`config.mk`:
```
export PLATFORM = sky130hd
export DESIGN_NAME = snow64_instr_fetcher
export DESIGN_NICKNAME = d
export VERILOG_FILES = /design/src/rtl/snow64_instr_fetcher_pkg.sv /design/src/rtl/snow64_instr_fetcher.sv
export SDC_FILE = /design/constraint.sdc
export NUM_CORES = 1
export LEC_CHECK = 0
export CAP_MARGIN = 20
export CORE_MARGIN = 2
export CORE_UTILIZATION = 25
export CTS_CLUSTER_SIZE = 24
export DETAILED_ROUTE_END_ITERATION = 16
export HOLD_SLACK_MARGIN = 0.02
export PLACE_DENSITY = 0.53
export REMOVE_ABC_BUFFERS = 1
export SYNTH_ARGS = -nofsm -noshare
export SYNTH_HDL_FRONTEND = slang
export SYNTH_SLANG_ARGS = --single-unit
export TNS_END_PERCENT = 10
```
`constraint.sdc`:
```
create_clock -name clk -period 6.03 [get_ports clk]
set_clock_uncertainty 0.1 [all_clocks]
set_input_delay 1.206 -clock clk [delete_from_list [all_inputs] [get_ports clk]]
set_output_delay 1.206 -clock clk [all_outputs]
set_load 0.01 [all_outputs]
```
`src/rtl/snow64_instr_fetcher_pkg.sv`:
```
// ============================================================================
// PkgSnow64InstrFetcher : shared types and constants for the instruction fetcher
// Rev 1.0
// ============================================================================
`default_nettype none

package PkgSnow64InstrFetcher;

  localparam int unsigned CPU_ADDR_WIDTH = 64;
  localparam int unsigned LAR_DATA_WIDTH = 256;
  localparam int unsigned LINE_BYTES     = 32;
  localparam int unsigned WORD_IDX_WIDTH = 3;
  localparam int unsigned TAG_MSB        = 63;
  localparam int unsigned TAG_LSB        = 5;
  localparam int unsigned INSTR_WIDTH    = 32;
  localparam int unsigned TAG_WIDTH      = TAG_MSB - TAG_LSB + 1;

  typedef enum logic [1:0] {
    StIdle = 2'd0,
    StReq  = 2'd1,
    StWait = 2'd2
  } state_t;

  // Partial views of the memory bus guard's read port
  typedef struct packed {
    logic                      req;
    logic [CPU_ADDR_WIDTH-1:0] addr;
  } PartialPortOut_Guard_ReqRead;

  typedef struct packed {
    logic                      cmd_accepted;
    logic                      valid;
    logic [LAR_DATA_WIDTH-1:0] data;
  } PartialPortIn_Guard_ReqRead;

  typedef struct packed {
    logic                       fetch_req;
    logic [CPU_ADDR_WIDTH-1:0]  fetch_addr;
    logic                       flush;
    PartialPortIn_Guard_ReqRead req_read_instr;
  } PortIn_InstrFetcher;

  typedef struct packed {
    logic                        fetch_valid;
    logic [INSTR_WIDTH-1:0]      fetch_instr;
    logic                        busy;
    PartialPortOut_Guard_ReqRead req_read_instr;
  } PortOut_InstrFetcher;

  function automatic logic [INSTR_WIDTH-1:0] f_sel_word(
    input logic [LAR_DATA_WIDTH-1:0] line,
    input logic [WORD_IDX_WIDTH-1:0] idx
  );
    return line[INSTR_WIDTH*idx +: INSTR_WIDTH];
  endfunction

endpackage

`default_nettype wire

```
`src/rtl/snow64_instr_fetcher.sv`:
```
// ============================================================================
// snow64_instr_fetcher : single-line instruction fetch buffer in front of the
// memory bus guard's instruction-read port.
// Rev 1.0
// ============================================================================
`default_nettype none

module snow64_instr_fetcher
  import PkgSnow64InstrFetcher::*;
(
  input  logic                      clk,
  input  logic                      rst_n,
  input  logic                      in_fetch_req,
  input  logic [CPU_ADDR_WIDTH-1:0] in_fetch_addr,
  input  logic                      in_flush,
  output logic                      out_fetch_valid,
  output logic [INSTR_WIDTH-1:0]    out_fetch_instr,
  output logic                      out_busy,
  output logic                      out_req_read_instr_req,
  output logic [CPU_ADDR_WIDTH-1:0] out_req_read_instr_addr,
  input  logic                      in_req_read_instr_cmd_accepted,
  input  logic                      in_req_read_instr_valid,
  input  logic [LAR_DATA_WIDTH-1:0] in_req_read_instr_data
);

  PortIn_InstrFetcher  w_in;
  PortOut_InstrFetcher w_out;

  state_t                    r_state, w_state_nxt;
  logic                      r_line_valid, w_line_valid_nxt;
  logic                      r_drop, w_drop_nxt;
  logic [TAG_WIDTH-1:0]      r_tag, w_tag_nxt;
  logic [LAR_DATA_WIDTH-1:0] r_line, w_line_nxt;
  logic                      r_fetch_valid, w_fetch_valid_nxt;
  logic [INSTR_WIDTH-1:0]    r_fetch_instr, w_fetch_instr_nxt;
  logic [CPU_ADDR_WIDTH-1:0] r_req_addr, w_req_addr_nxt;

  logic [TAG_WIDTH-1:0]      w_addr_tag;
  logic [WORD_IDX_WIDTH-1:0] w_word_idx;
  logic                      w_hit;
  logic                      w_unused;

  always_comb begin
    w_in.fetch_req                   = in_fetch_req;
    w_in.fetch_addr                  = in_fetch_addr;
    w_in.flush                       = in_flush;
    w_in.req_read_instr.cmd_accepted = in_req_read_instr_cmd_accepted;
    w_in.req_read_instr.valid        = in_req_read_instr_valid;
    w_in.req_read_instr.data         = in_req_read_instr_data;
  end

  assign w_addr_tag = w_in.fetch_addr[TAG_MSB:TAG_LSB];
  assign w_word_idx = w_in.fetch_addr[TAG_LSB-1:2];
  assign w_hit      = r_line_valid && (r_tag == w_addr_tag) && !w_in.flush;
  assign w_unused   = ^w_in.fetch_addr[1:0];

  always_comb begin
    w_state_nxt       = r_state;
    w_line_valid_nxt  = r_line_valid && !w_in.flush;
    w_drop_nxt        = r_drop;
    w_tag_nxt         = r_tag;
    w_line_nxt        = r_line;
    w_fetch_valid_nxt = 1'b0;
    w_fetch_instr_nxt = r_fetch_instr;
    w_req_addr_nxt    = r_req_addr;

    case (r_state)
      StIdle: begin
        if (w_in.fetch_req) begin
          if (w_hit) begin
            w_fetch_valid_nxt = 1'b1;
            w_fetch_instr_nxt = f_sel_word(r_line, w_word_idx);
          end else begin
            w_req_addr_nxt = {w_addr_tag, {TAG_LSB{1'b0}}};
            w_state_nxt    = StReq;
          end
        end
      end
      StReq: begin
        if (w_in.flush) w_drop_nxt = 1'b1;
        if (w_in.req_read_instr.cmd_accepted) w_state_nxt = StWait;
      end
      StWait: begin
        if (w_in.flush) w_drop_nxt = 1'b1;
        if (w_in.req_read_instr.valid) begin
          // A flush on the very edge the data lands still discards it
          if (!r_drop && !w_in.flush) begin
            w_line_nxt        = w_in.req_read_instr.data;
            w_tag_nxt         = w_addr_tag;
            w_line_valid_nxt  = 1'b1;
            w_fetch_valid_nxt = 1'b1;
            w_fetch_instr_nxt = f_sel_word(w_in.req_read_instr.data, w_word_idx);
          end
          w_drop_nxt  = 1'b0;
          w_state_nxt = StIdle;
        end
      end
      default: w_state_nxt = StIdle;
    endcase
  end

  always_ff @(posedge clk or negedge rst_n) begin
    if (!rst_n) begin
      r_state       <= StIdle;
      r_line_valid  <= 1'b0;
      r_drop        <= 1'b0;
      r_tag         <= '0;
      r_line        <= '0;
      r_fetch_valid <= 1'b0;
      r_fetch_instr <= '0;
      r_req_addr    <= '0;
    end else begin
      r_state       <= w_state_nxt;
      r_line_valid  <= w_line_valid_nxt;
      r_drop        <= w_drop_nxt;
      r_tag         <= w_tag_nxt;
      r_line        <= w_line_nxt;
      r_fetch_valid <= w_fetch_valid_nxt;
      r_fetch_instr <= w_fetch_instr_nxt;
      r_req_addr    <= w_req_addr_nxt;
    end
  end

  // Request drops combinationally on accept so the guard never accepts twice
  always_comb begin
    w_out.fetch_valid         = r_fetch_valid;
    w_out.fetch_instr         = r_fetch_instr;
    w_out.busy                = (r_state != StIdle);
    w_out.req_read_instr.req  = (r_state == StReq) && !w_in.req_read_instr.cmd_accepted;
    w_out.req_read_instr.addr = r_req_addr;
  end

  assign out_fetch_valid         = w_out.fetch_valid;
  assign out_fetch_instr         = w_out.fetch_instr;
  assign out_busy                = w_out.busy;
  assign out_req_read_instr_req  = w_out.req_read_instr.req;
  assign out_req_read_instr_addr = w_out.req_read_instr.addr;

endmodule

`default_nettype wire

```
==> flow_summary.ini <==
[drt]
routed_via_density = 4.59
wl_per_cell_um = 18.7
antenna_left = 0
routed_wl_um = 63600
drt-initial-drc-count = 1042
drc_errors = 0
dr.pass1.iters = 5
vias = 15600

[die]
dieArea_um2 = 81900
initial_core_util_pct = 25.2
rows = 103
dieHeight_um = 286
ios = 425
fp.dieW_um = 286
core_um2 = 78900

[worst_setup_path]
cp.arrival_ns = 4.19
path_cells = clkdlybuf4s50_1 > xnor2_1 > nand4_1 > nor4_1 > nand4_1 > o22ai_4 > buf_4 > mux2_2
critPathTopFamily = buffers and inverters
path_class = primary input to flop
cp_data_required_time_ns = 6.39
slowest_delay_ns = 0.53
cp-end-kind = flop
critPathMaxFanout = 13
startpoint_type = primary input
crit_top_cell = nand4_1
cpMaxStageDelayCell = o22ai_4
path_buf_inv = 2

[clock_network]
cts_resized = 0
htreeDepth = 2
clk_pin_slew_ns = 0.06
clkLatencyLatePin_ns = 0.59
root_buffer = clkbuf_16
cts_num_sinks = 411
cts_tree = built
hold_buffers = 0
cts_buffers = 50
postCtsSetupBuffers = 0
clockBufferDepth = 3

[sta]
layout_setup_ws_ns = 2.20
rsz0062_at_grt = no
slew_headroom_pct = 31.1
setup_viol = 0
finalCritPeriodShare_pct = 63.6
setup_tns_ns = 0
final-hold-violation-count = 0
slew_violations = 0
fmax_mhz = 261
worstMarginPinSlew_ns = 1.03
period_minus_slack_ns = 3.83

[job]
cap_violations = 0

[finish]
drive_gt1_share_pct = 14.6
finalNetCount = 2630
final_common_cell = nand2_1
layout_common_cells = nand2_1 (979), clkdlybuf4s50_1 (415), dfrtp_1 (411)
area_delta_synth_final_pct = 35.6

[synthesis]
netlist_area_um2 = 19900
synth-seq-cells = 411
async_flop_share_pct = 100
seq_area_frac_synth_pct = 51.7
synth-edff-count = 0
syn_area_per_cell_um2 = 10.3
synth_top_flop_cell = dfrtp_1
synth_warnings = 0
ys_types = 30
syn_inst = 1934

[power]
swShare_pct = 30.8
p_sw_uw = 3810
powerDensity_nw_per_um2 = 459
seq_power_share_pct = 38.9
internal_power_uw = 8570
clkPwrFrac_pct = 25.9
combPwrFrac_pct = 35.2
ir_worst_vdd_mv = 0.255
p_total_uw = 12400
leakagePower_uw = 0.0124

[placed_design]
dpl.hpwl_um = 42000
io_buffers = 417
place.gp.congestion = 0.810
dpl_worst_slack_ns = 1.39

[global_route]
grt_pass1_wl_um = 97900
antenna_found_initial = 27
grt_max_degree = 163
gr-total-overflow = 0
grt_pass1_vias = 16300
grt_usage_pct = 15.4

[outcome]
status = complete, no violations

[min_path]
hp-class = flop to flop
-- layer usage --
layer  wire, µm  global-route usage (%)  up-vias
met5        288                       0        -
met4       1670                    4.41       42
met3       5640                    5.34      137
met2      29700                    24.9      485
met1      26300                    19.4     7734
li1           -                       -     7196
-- power by group through the flow --
stage	Clock [µW]	Sequential, µW	Combinational (µW)
2_1_floorplan	0	4800	2980
3_3_place_gp	0	4760	4350
3_5_place_dp	0	4850	4440
4_1_cts	3320	4820	4460
5_1_grt	3420	4990	4870
6_report	3210	4810	4360
-- cell usage after synthesis (6+ instances only) --
library cell	instances	area, µm²
mux2_2	81	912
a22oi_1	65	488
nor4_1	6	37.5
nand2_1	979	3670
xnor2_1	59	517
dfrtp_1	411	10300
mux4_2	128	2880
buf_2	18	90.1
nand4_1	33	206
mux2_4	10	150
clkbuf_1	94	353
buf_1	9	33.8
-- through the flow --
stage,instances,hold WS (ns),instance area (µm²),utilization [%]
floorplan,1809,0.340,19400,-
global placement,3298,0.351,25200,31.9
detailed placement,3298,0.357,25200,31.9
CTS,3390,0.371,27000,34.2
global route,3390,0.386,27000,34.2
finish,3396,0.370,27000,34.2
-- state kept, by name, summed over array words and instances (netlist names) --
signal and flops:
out_req_read_instr_addr 59, out_fetch_instr 32, out_fetch_valid 1, r_line_valid 1
r_tag 59, r_state 2, r_drop 1, r_line 256
-- kinds of logic (layout without fill, tap and decap cells) --
logic type      count (synthesis)  count (layout)  synth area share [%]
simple gates                 1033            1033                  20.1
flops                         411             411                  51.7
mux                           219             219                  19.8
buf+inv                       133             535                  2.80
compound gates                 74              74                  2.71
xor+xnor                       59              59                  2.60
fa+ha+maj                       4               4                 0.252
other cells                     1              11                0.0188
-- worst paths after layout --
check | start | slack [ns] | cells past startpoint | endpoint
min in group asynchronous | rst_n | 0.62 | 1 | r_line[43]$_DFFE_PN0P_
hold / removal | r_line[196]$_DFFE_PN0P_ | 0.37 | 2 | r_line[196]$_DFFE_PN0P_
setup / recovery | in_fetch_addr[30] | 2.20 | 8 | out_fetch_instr[22]$_DFFE_PN0P_
hold reg to reg | r_line[196]$_DFFE_PN0P_ | 0.37 | 2 | r_line[196]$_DFFE_PN0P_
setup reg to reg | r_state[0]$_DFFE_PN0P_ | 2.73 | 7 | out_fetch_instr[8]$_DFFE_PN0P_
max in group asynchronous | rst_n | 3.89 | 2 | r_tag[58]$_DFFE_PN0P_
-- layout make-up --
type | count | area, µm²
fill | 7934 | 51900
antenna | 6 | 15.0
timing repair buffer | 439 | 4420
clock buffer | 75 | 1590
sequential | 411 | 10300
clock inverter | 17 | 199
inverter | 4 | 15.0
tap | 1050 | 1310
multi-input combinational | 1394 | 9140
-- worst min-delay path: stages, from the launching register on --
cell     delay [ns]
dfrtp_1        0.34
nand2_1        0.05
nand2_1        0.05
Note: power is estimated with default switching activity, not from simulation.
